[src/rtl/b8_mul_pkg.sv]
// Shared opcode/funct encodings and FSM state type for the way0 multiply unit.
package b8_mul_pkg;
    localparam logic [6:0] OPC_OP    = 7'b0110011;
    localparam logic [6:0] OPC_OP32  = 7'b0111011;
    localparam logic [6:0] F7_MULDIV = 7'b0000001;

    localparam logic [2:0] F3_MUL    = 3'd0;
    localparam logic [2:0] F3_MULH   = 3'd1;
    localparam logic [2:0] F3_MULHSU = 3'd2;
    localparam logic [2:0] F3_MULHU  = 3'd3;

    typedef enum logic [1:0] {IDLE, CALC, DONE} state_e;
endpackage

[src/rtl/ex_mul_way0_if.sv]
// Decode->execute payload handshake plus the writeback result handshake.
interface ex_mul_way0_if #(parameter int XLEN = 64);
    logic            valid_i;
    logic            ready_o;
    logic [4:0]      rdAddr_i;
    logic            rdWriteEnable_i;
    logic [6:0]      opCode_i;
    logic [2:0]      funct3_i;
    logic [6:0]      funct7_i;
    logic [XLEN-1:0] rs1ReadData_i;
    logic [XLEN-1:0] rs2ReadData_i;
    logic            flush_i;
    logic            valid_o;
    logic            ready_i;
    logic [4:0]      rdAddr_o;
    logic            rdWriteEnable_o;
    logic [XLEN-1:0] result_o;

    modport slave (
        input  valid_i, rdAddr_i, rdWriteEnable_i, opCode_i, funct3_i, funct7_i,
               rs1ReadData_i, rs2ReadData_i, flush_i, ready_i,
        output ready_o, valid_o, rdAddr_o, rdWriteEnable_o, result_o
    );

    modport master (
        output valid_i, rdAddr_i, rdWriteEnable_i, opCode_i, funct3_i, funct7_i,
               rs1ReadData_i, rs2ReadData_i, flush_i, ready_i,
        input  ready_o, valid_o, rdAddr_o, rdWriteEnable_o, result_o
    );
endinterface

[src/rtl/mul_step.sv]
// Combinational shift-add slice: folds STEP multiplier bits into the accumulator.
module mul_step #(
    parameter int W    = 128,
    parameter int STEP = 2
) (
    input  logic [W-1:0]    acc_i,
    input  logic [W-1:0]    mcand_i,
    input  logic [STEP-1:0] bits_i,
    output logic [W-1:0]    acc_o
);
    logic [STEP:0][W-1:0] part;

    assign part[0] = acc_i;
    for (genvar k = 0; k < STEP; k++) begin : g_bit
        assign part[k+1] = part[k] + (bits_i[k] ? (mcand_i << k) : '0);
    end
    assign acc_o = part[STEP];
endmodule

[src/rtl/ex_mul_way0.sv]
// Iterative RV64M multiplier on the way0 execute port: magnitude shift-add,
// sign fixup and result select folded into the final CALC cycle.
module ex_mul_way0
    import b8_mul_pkg::*;
#(
    parameter int XLEN = 64,
    parameter int STEP = 2
) (
    input logic         clk,
    input logic         reset,
    ex_mul_way0_if.slave bus
);
    localparam int ITERS   = XLEN / STEP;
    localparam int ITERS_W = 32 / STEP;
    localparam int CW      = $clog2(ITERS + 1);
    localparam int PW      = 2 * XLEN;

    state_e          state_q, state_d;
    logic [CW-1:0]   cnt_q, cnt_d;
    logic [PW-1:0]   acc_q, acc_d, mcand_q, mcand_d, acc_step, prod;
    logic [XLEN-1:0] mplier_q, mplier_d, res_q, res_d;
    logic            neg_q, neg_d, is_w_q, is_w_d, we_q, we_d, valid_q, valid_d;
    logic [2:0]      f3_q, f3_d;
    logic [4:0]      rd_q, rd_d;

    logic            is_w, is_mul, sgn1, sgn2, neg1, neg2;
    logic [XLEN-1:0] op1, op2, mag1, mag2;

    // Operands are reduced to magnitudes up front; the sign is restored once at the end.
    always_comb begin
        is_w   = bus.opCode_i == OPC_OP32;
        is_mul = (bus.funct7_i == F7_MULDIV) &&
                 (((bus.opCode_i == OPC_OP) && !bus.funct3_i[2]) ||
                  (is_w && (bus.funct3_i == F3_MUL)));
        sgn1   = is_w || (bus.funct3_i != F3_MULHU);
        sgn2   = is_w || (bus.funct3_i == F3_MUL) || (bus.funct3_i == F3_MULH);
        op1    = is_w ? {{(XLEN-32){bus.rs1ReadData_i[31]}}, bus.rs1ReadData_i[31:0]}
                      : bus.rs1ReadData_i;
        op2    = is_w ? {{(XLEN-32){bus.rs2ReadData_i[31]}}, bus.rs2ReadData_i[31:0]}
                      : bus.rs2ReadData_i;
        neg1   = sgn1 && op1[XLEN-1];
        neg2   = sgn2 && op2[XLEN-1];
        mag1   = neg1 ? -op1 : op1;
        mag2   = neg2 ? -op2 : op2;
    end

    mul_step #(.W(PW), .STEP(STEP)) u_step (
        .acc_i  (acc_q),
        .mcand_i(mcand_q),
        .bits_i (mplier_q[STEP-1:0]),
        .acc_o  (acc_step)
    );

    always_comb begin
        state_d  = state_q;
        cnt_d    = cnt_q;
        acc_d    = acc_q;
        mcand_d  = mcand_q;
        mplier_d = mplier_q;
        neg_d    = neg_q;
        is_w_d   = is_w_q;
        f3_d     = f3_q;
        rd_d     = rd_q;
        we_d     = we_q;
        valid_d  = valid_q;
        res_d    = res_q;
        prod     = neg_q ? -acc_step : acc_step;
        case (state_q)
            IDLE: if (bus.valid_i && !bus.flush_i) begin
                rd_d     = bus.rdAddr_i;
                we_d     = bus.rdWriteEnable_i && is_mul;
                f3_d     = bus.funct3_i;
                is_w_d   = is_w;
                neg_d    = neg1 ^ neg2;
                acc_d    = '0;
                mcand_d  = {{XLEN{1'b0}}, mag1};
                mplier_d = mag2;
                cnt_d    = is_w ? CW'(ITERS_W) : CW'(ITERS);
                if (is_mul) begin
                    state_d = CALC;
                end else begin
                    state_d = DONE;
                    valid_d = 1'b1;
                    res_d   = '0;
                end
            end
            CALC: begin
                acc_d    = acc_step;
                mcand_d  = mcand_q << STEP;
                mplier_d = mplier_q >> STEP;
                cnt_d    = cnt_q - CW'(1);
                // Last slice: the fixed-up product goes straight to the result register.
                if (cnt_q == CW'(1)) begin
                    state_d = DONE;
                    valid_d = 1'b1;
                    if (is_w_q)
                        res_d = {{(XLEN-32){prod[31]}}, prod[31:0]};
                    else if (f3_q == F3_MUL)
                        res_d = prod[XLEN-1:0];
                    else
                        res_d = prod[PW-1:XLEN];
                end
            end
            DONE: if (bus.ready_i) begin
                state_d = IDLE;
                valid_d = 1'b0;
            end
            default: state_d = IDLE;
        endcase
        if (bus.flush_i) begin
            state_d = IDLE;
            valid_d = 1'b0;
        end
    end

    always_ff @(posedge clk or posedge reset) begin
        if (reset) begin
            state_q  <= IDLE;
            cnt_q    <= '0;
            acc_q    <= '0;
            mcand_q  <= '0;
            mplier_q <= '0;
            neg_q    <= 1'b0;
            is_w_q   <= 1'b0;
            f3_q     <= '0;
            rd_q     <= '0;
            we_q     <= 1'b0;
            valid_q  <= 1'b0;
            res_q    <= '0;
        end else begin
            state_q  <= state_d;
            cnt_q    <= cnt_d;
            acc_q    <= acc_d;
            mcand_q  <= mcand_d;
            mplier_q <= mplier_d;
            neg_q    <= neg_d;
            is_w_q   <= is_w_d;
            f3_q     <= f3_d;
            rd_q     <= rd_d;
            we_q     <= we_d;
            valid_q  <= valid_d;
            res_q    <= res_d;
        end
    end

    assign bus.ready_o         = state_q == IDLE;
    assign bus.valid_o         = valid_q;
    assign bus.rdAddr_o        = rd_q;
    assign bus.rdWriteEnable_o = we_q;
    assign bus.result_o        = res_q;
endmodule
[src/flat_wrapper.sv]
// flat-port wrapper written by rule: the top's interface ports become plain ports
module ex_mul_way0_flat import b8_mul_pkg::*;
#(
    parameter int XLEN = 64,
    parameter int STEP = 2
)
  (clk, reset, bus_valid_i, bus_rdAddr_i, bus_rdWriteEnable_i, bus_opCode_i, bus_funct3_i, bus_funct7_i, bus_rs1ReadData_i, bus_rs2ReadData_i, bus_flush_i, bus_ready_i, bus_ready_o, bus_valid_o, bus_rdAddr_o, bus_rdWriteEnable_o, bus_result_o);
  ex_mul_way0_if #(.XLEN(XLEN)) bus_i ();
  input logic clk;
  input logic reset;
  input wire logic [$bits(bus_i.valid_i)-1:0] bus_valid_i;
  input wire logic [$bits(bus_i.rdAddr_i)-1:0] bus_rdAddr_i;
  input wire logic [$bits(bus_i.rdWriteEnable_i)-1:0] bus_rdWriteEnable_i;
  input wire logic [$bits(bus_i.opCode_i)-1:0] bus_opCode_i;
  input wire logic [$bits(bus_i.funct3_i)-1:0] bus_funct3_i;
  input wire logic [$bits(bus_i.funct7_i)-1:0] bus_funct7_i;
  input wire logic [$bits(bus_i.rs1ReadData_i)-1:0] bus_rs1ReadData_i;
  input wire logic [$bits(bus_i.rs2ReadData_i)-1:0] bus_rs2ReadData_i;
  input wire logic [$bits(bus_i.flush_i)-1:0] bus_flush_i;
  input wire logic [$bits(bus_i.ready_i)-1:0] bus_ready_i;
  output wire logic [$bits(bus_i.ready_o)-1:0] bus_ready_o;
  output wire logic [$bits(bus_i.valid_o)-1:0] bus_valid_o;
  output wire logic [$bits(bus_i.rdAddr_o)-1:0] bus_rdAddr_o;
  output wire logic [$bits(bus_i.rdWriteEnable_o)-1:0] bus_rdWriteEnable_o;
  output wire logic [$bits(bus_i.result_o)-1:0] bus_result_o;
  assign bus_i.valid_i = bus_valid_i;
  assign bus_i.rdAddr_i = bus_rdAddr_i;
  assign bus_i.rdWriteEnable_i = bus_rdWriteEnable_i;
  assign bus_i.opCode_i = bus_opCode_i;
  assign bus_i.funct3_i = bus_funct3_i;
  assign bus_i.funct7_i = bus_funct7_i;
  assign bus_i.rs1ReadData_i = bus_rs1ReadData_i;
  assign bus_i.rs2ReadData_i = bus_rs2ReadData_i;
  assign bus_i.flush_i = bus_flush_i;
  assign bus_i.ready_i = bus_ready_i;
  assign bus_ready_o = bus_i.ready_o;
  assign bus_valid_o = bus_i.valid_o;
  assign bus_rdAddr_o = bus_i.rdAddr_o;
  assign bus_rdWriteEnable_o = bus_i.rdWriteEnable_o;
  assign bus_result_o = bus_i.result_o;
  ex_mul_way0 #(.XLEN(XLEN), .STEP(STEP)) u_core (.clk(clk), .reset(reset), .bus(bus_i));
endmodule
[config.mk]
export PLATFORM = sky130hd
export DESIGN_NAME = ex_mul_way0_flat
export DESIGN_NICKNAME = d
export VERILOG_FILES = /design/src/rtl/b8_mul_pkg.sv /design/src/rtl/ex_mul_way0_if.sv /design/src/rtl/mul_step.sv /design/src/rtl/ex_mul_way0.sv /design/src/flat_wrapper.sv
export SDC_FILE = /design/constraint.sdc
export NUM_CORES = 2
export LEC_CHECK = 0
export BUFFER_PORTS_ARGS = -buffer_cell sky130_fd_sc_hd__buf_4
export CELL_PAD_IN_SITES_DETAIL_PLACEMENT = 1
export CELL_PAD_IN_SITES_GLOBAL_PLACEMENT = 2
export CORE_MARGIN = 2
export CORE_UTILIZATION = 35
export CTS_BUF_LIST = sky130_fd_sc_hd__clkbuf_16
export DETAILED_ROUTE_END_ITERATION = 7
export PLACE_DENSITY = 0.75
export REMOVE_ABC_BUFFERS = 1
export SLEW_MARGIN = 10
export SYNTH_ARGS = -nofsm -noshare
export SYNTH_HDL_FRONTEND = slang
export SYNTH_SLANG_ARGS = --single-unit
[constraint.sdc]
create_clock -name clk -period 17.45 [get_ports clk]
set_input_delay 4.3625 -clock clk [delete_from_list [all_inputs] [get_ports clk]]
set_output_delay 4.3625 -clock clk [all_outputs]
set_load 0.05 [all_outputs]
Word level (Yosys, flattened, before mapping)
Cells that the tools add are included.
- muxes and demuxes: 34
- eq/ne operators: 15
- reduce and logical (&&, ||, !) cells: 23
- bitwise gates (word level): 1
- add/subtract/negate cells: 6
- operator list (kind ; count):
    $mux W128 ; 5
    $mux W64 ; 10
    $pmux W128 S2 ; 2
    $add A128 B128 Y128 ; 2
    $pmux W64 S2 ; 2
    $neg A128 Y128 ; 1
    $neg A64 Y64 ; 2
    $eq A7 B6 Y1 const B ; 2
    $mux W6 ; 2
    $pmux W6 S2 ; 1
    $mux W2 ; 5
    $ne A3 B2 Y1 const B ; 3
    $eq A7 B1 Y1 const B ; 1
    $logic_and A1 B1 Y1 ; 7
    $eq A6 B1 Y1 const B ; 1
    $logic_not A3 Y1 ; 2
    $ne A3 B3 Y1 const B ; 2
    $pmux W2 S3 ; 1
    $sub A6 B1 Y6 const B ; 1
    $mux W1 ; 5
    $reduce_and A5 Y1 ; 1
    $logic_or A1 B1 Y1 ; 4
    $ne A2 B1 Y1 const B ; 2
    $reduce_and A2 Y1 ; 2
    12 further kinds ; 13
- register bits: 404
- logic and storage cells: 91
- input port bits: 156
- output and inout port bits: 72

Longest topological paths before layout
- word-level depth: 9
- depth in mapped cells: 25
- depth with buffers taken out: 19

Modules after synthesis
Synthesis repeated with hierarchy kept, for this count alone.
- cells, all modules: 4690
- area, all modules: 37221.9 um2
- modules (own cells, without submodules) (module ; cells an instance ; sequential area each (um2) ; area each (um2) ; times used):
    ex_mul_way0 ; 2984 ; 10109.7 ; 24551.0 ; 1
    mul_step ; 1706 ; 0.0 ; 12670.9 ; 1

Least setup slack after synthesis
No wires, ideal clock.
- path type: input -> register
- start: in bus_rs1ReadData_i[19]
- end: reg u_core.mcand_q[62]
- path buffers: 0
- setup time: 77 ps
- required time: 17373 ps
- stages on the path: 13
- path slack: 9460 ps
- arrival: 7913 ps
- path through: or4_1 > or3_1 > or4b_2 > or3_1 > nor2_1 > nand2_1 > a21oi_1 > o21ai_0 > o21bai_1 > o41ai_1 > xnor2_1 > nand2_1 > a21oi_1
- cells in the longest elaborated chain, start to end: 5
- ends and longest elaborated chain (what ; line ; source):
    start, declared ; flat_wrapper.sv:17 ; input wire logic [$bits(bus_i.rs1ReadData_i)-1:0] bus_rs1ReadData_i;
    $mux W64 ; ex_mul_way0.sv:37 ; op1 = is_w ? {{(XLEN-32){bus.rs1ReadData_i[31]}}, bus.rs1ReadData_i[31:0]}
    $neg A64 Y64 ; ex_mul_way0.sv:43 ; mag1 = neg1 ? -op1 : op1;
    $mux W64 ; ex_mul_way0.sv:43 ;
    $mux W128 ; ex_mul_way0.sv:69 ; IDLE: if (bus.valid_i && !bus.flush_i) begin
    $pmux W128 S2 ; ex_mul_way0.sv:68 ; case (state_q)
    end signal, assigned ; ex_mul_way0.sv:134 ; mcand_q <= mcand_d;
    end, declared ; ex_mul_way0.sv:20 ; logic [PW-1:0] acc_q, acc_d, mcand_q, mcand_d, acc_step, prod;
Every way passes these cells. The select of a mux whose other input is x is not followed.
A chain may end at the register's enable or synchronous reset.

Worst setup path after layout
- start: reg u_core.mplier_q[0]
- end: reg u_core.res_q[58] (netlist: u_core.bus.result_o[58])
- cells in the longest elaborated chain, start to end: 9
- ends and longest elaborated chain (what ; line ; source):
    start, declared ; ex_mul_way0.sv:21 ; logic [XLEN-1:0] mplier_q, mplier_d, res_q, res_d;
    start signal, assigned ; ex_mul_way0.sv:135 ; mplier_q <= mplier_d;
    $mux W128 (*) ; mul_step.sv:15 ; assign part[k+1] = part[k] + (bits_i[k] ? (mcand_i << k) : '0);
    $add A128 B128 Y128 (*) (2 in a row) ; mul_step.sv:15 ;
    $neg A128 Y128 ; ex_mul_way0.sv:67 ; prod = neg_q ? -acc_step : acc_step;
    $mux W128 (*) ; ex_mul_way0.sv:67 ;
    $mux W64 ; ex_mul_way0.sv:98 ; else if (f3_q == F3_MUL)
    $mux W64 (*) ; ex_mul_way0.sv:96 ; if (is_w_q)
    $mux W64 (*) ; ex_mul_way0.sv:93 ; if (cnt_q == CW'(1)) begin
    $pmux W64 S2 (*) ; ex_mul_way0.sv:68 ;
    end signal, assigned ; ex_mul_way0.sv:142 ; res_q <= res_d;
    end, declared ; ex_mul_way0.sv:21 ;
Every way passes the cells marked *; elsewhere a longest branch is shown, timed or not. The select of a mux whose other input is x is not followed.

==> flow_summary.toml <==
[outcome]
status = "finished clean"

[global_routing]
global_route_wire_length_before_repair_um = 288000
global_route.overflow_total = 0
grt_pass1_vias = 42387
pin_count_of_the_biggest_net_entering_global_routing = 179
grt_antenna_before_repair = 6
grt.total_usage_pct = 32.8

[power]
max-vdd-ir-drop_v = 0.0000806
power.density_mw_per_mm2 = 105
static-leakage-power_nw = 19.6

[clock_tree]
cts.root.buffer_cell = "sky130_fd_sc_hd__clkbuf_16"
number_of_buffers_inserted_by_hold_repair_at_cts = 0
resized_cells_post_cts = 0
numCtsBuffers = 54
clk_transition_reported_paths_ns = 0.06
clk_buf_depth = 3
clock_tree.htree_level_count = 2
tritoncts = "yes"
cts.sink_count = 404
cts_post_setup_buffers_inserted = 0
worstSkewPairLatency_ns = 0.69

[synth]
ys_warn_count = 0
synthFlopType = "sky130_fd_sc_hd__dfrtp_1"
synth_mux_area_share_pct = 1.95
yosys_top_cell_by_area = "sky130_fd_sc_hd__dfrtp_1"
synth_async_sr_flop_share_pct = 100
synthCells = 5277
synth-edff-count = 0
total_of_flip_flops_plus_latches_after_synthesis = 404
ys_types = 105
yosys.area_share.xor_xnor_pct = 5.58
synth_common_cells = "sky130_fd_sc_hd__nand2_1 (871), sky130_fd_sc_hd__nor2_1 (427), sky130_fd_sc_hd__a21oi_1 (417)"
yosys-top-cells-area = "sky130_fd_sc_hd__dfrtp_1 (26%), sky130_fd_sc_hd__nand2_1 (8.3%), sky130_fd_sc_hd__fa_1 (6.4%)"
synth_top_area_share_pct = 25.6
syn_avg_cell_area_um2 = 7.50
synthMostInstantiatedCell = "sky130_fd_sc_hd__nand2_1"
synthesis.area_mm2 = 0.0396
synth_compound_gate_area_share_pct = 25.4
seq_area_frac_synth_pct = 25.6
synth_top_family_by_area = "compound AO/OA/AOI/OAI gates"
synth_simple_gate_area_share_pct = 24.4
synth_fa_ha_area_share_pct = 10.7

[placement]
dp.final_hpwl_um = 153000
place_congestion = 1.01
placed_area_mm2 = 0.0428
port_buffers = 227
placedCellCount = 6790

[floorplan]
die_h_um = 340
start_util_pct = 35.2
core_region_area_mm2 = 0.112
ports = 228
floorplan.rows = 123
die_area_mm2 = 0.116
overall_die_width_um = 340

[setup_path]
worst-setup-path-type = "flip-flop to flip-flop"
cp_max_delay_cell = "sky130_fd_sc_hd__or4b_2"
timing.critical_path.slowest_cell_delay_ns = 0.93
setup.worst_path.start_class = "flip-flop"
worstPathArrival_ns = 9.63
path_cells = "buf_4, buf_4, nand2_1, fa_1, inv_1, ha_1, a21oi_1, o21ai_0, a21oi_1, o21ai_0, a21o_1, a31oi_1, xnor2_1, or4b_2, nor2_1, nand4_1, nor3_1, and2_1, mux2_2, a32o_1"
cp-end-kind = "flip-flop"
cp_max_fo = 58
cp.required_ns = 18.02

[cells_and_area]
postLayoutCellArea_mm2 = 0.0447
post_route_cells_drive_above_1_share_pct = 9.78
area_delta_synth_final_pct = 12.9
final_cell_count_no_fill = 6894
utilization_pct = 39.8
finalNetCount = 5764

[routing]
dr.pass1.iters = 5
detail_route.drc_violations = 0
antenna_violating_nets_post_route = 0
via_density_per_instance = 6.14
wire_per_inst_um = 28.0
number_of_design_rule_violations_left_by_the_first_detailed_router_iteration = 3612
num_vias = 42346
postRouteWirelength_um = 193000

[timing]
timing.clock.skew_ns = 0.0390
slew_violations = 0
report.final.hold_viol_count = 0
timing.hold.ws_ns = 0.480
setup_viol_count_final = 0
tns_setup_ns = 0
timing.fmax_mhz = 110
max_slew_margin_pct = 10.9
unrepaired_setup_endpoints_after_global_routing = "false"
post-route-period-util_pct = 51.9
finalWorstPathRequiredPeriod_ns = 9.06
worst-slew-pin-transition_ns = 1.33

[job]
maxCapViolCount = 0

[hold_path]
timing.hold.worst.class = "flip-flop to flip-flop"
==> metrics by stage <==
stage,worst slack (ns),total power [mW]
after floorplan,-11.23,2.51
after global placement,8.68,3.44
after detailed placement,8.63,3.47
after CTS,8.70,4.68
after global routing,8.07,4.95
final,8.39,4.71
==> sequential cells by signal, summed over array words and instances (netlist names), 2 cells and up <==
signal	flops
u_core.state_q	2
u_core.bus.result_o	64
u_core.mplier_q	64
u_core.mcand_q	128
u_core.bus.rdAddr_o	5
u_core.acc_q	128
u_core.cnt_q	6
u_core.f3_q	3
==> critical path: cells and delay by family, from the launching register on <==
family	cells	cell delay, ns
fa+ha+maj	2	0.94
buf+inv	3	1.38
flops	1	0.64
simple gates	6	2.86
compound gates	7	2.20
mux	1	0.34
xor+xnor	1	0.48
==> placed cells by master (no fill, tap or decap), types with 66 or more instances in the layout <==
| cell type | instances |
|---|---|
| sky130_fd_sc_hd__nand2_1 | 867 |
| sky130_fd_sc_hd__nor2_1 | 423 |
| sky130_fd_sc_hd__a21oi_1 | 416 |
| sky130_fd_sc_hd__o21ai_0 | 407 |
| sky130_fd_sc_hd__dfrtp_1 | 401 |
| sky130_fd_sc_hd__inv_1 | 341 |
| sky130_fd_sc_hd__buf_4 | 333 |
| sky130_fd_sc_hd__nand3_1 | 149 |
| sky130_fd_sc_hd__xnor2_1 | 142 |
| sky130_fd_sc_hd__ha_1 | 134 |
| sky130_fd_sc_hd__fa_1 | 127 |
| sky130_fd_sc_hd__nor3_1 | 112 |
| sky130_fd_sc_hd__xor2_1 | 110 |
| sky130_fd_sc_hd__nand4_1 | 105 |
| sky130_fd_sc_hd__and2_1 | 102 |
| sky130_fd_sc_hd__o22ai_1 | 76 |
| sky130_fd_sc_hd__nor4_1 | 66 |
==> path summary, 6_finish.rpt <==
check	from	to	slack (ns)	depth (start not counted)
worst max-delay path	u_core.mplier_q[0]	u_core.bus.result_o[58]	8.39	20
worst min-delay path	u_core.mplier_q[8]	u_core.mplier_q[8]	0.48	2
worst max register to register	u_core.mplier_q[0]	u_core.bus.result_o[58]	8.39	20
worst min register to register	u_core.mplier_q[8]	u_core.mplier_q[8]	0.48	2
max in group asynchronous	reset	u_core.mcand_q[112]	11.26	4
min in group asynchronous	reset	u_core.mcand_q[30]	3.80	2
==> layer usage <==
metal	track usage, %	vias to the layer above	routed length (um)
li1	-	18969	-
met1	46.6	21496	88000
met2	50.6	1578	84200
met3	5.72	301	14300
met4	10.1	2	6630
met5	0	-	11
==> logic make-up (layout without fill, tap and decap cells) <==
group / Yosys count / count (layout)
compound gates: 1559 / 1559
xor+xnor: 252 / 252
fa+ha+maj: 262 / 262
buf+inv: 658 / 770
flops: 404 / 404
mux: 75 / 75
other cells: 0 / 5
simple gates: 2067 / 2067
==> power by group <==
part	total, mW	internal (mW)	switching [mW]	leakage [nW]
logic	2.41	0.702	1.71	13.3
registers	1.11	1.02	0.0923	5.33
clock network	1.19	0.684	0.506	0.925
total	4.71	2.41	2.31	19.6
==> final cells by class <==
class,instances,area (um2)
Fill cell,13821,67700
Multi-Input combinational cell,4215,27000
Sequential cell,404,10100
Timing Repair Buffer,337,2580
Tap cell,1500,1880
Clock buffer,54,1350
Inverter,334,1260
Clock inverter,45,468
Antenna cell,5,12.5
(Power assumes the default switching activity.)
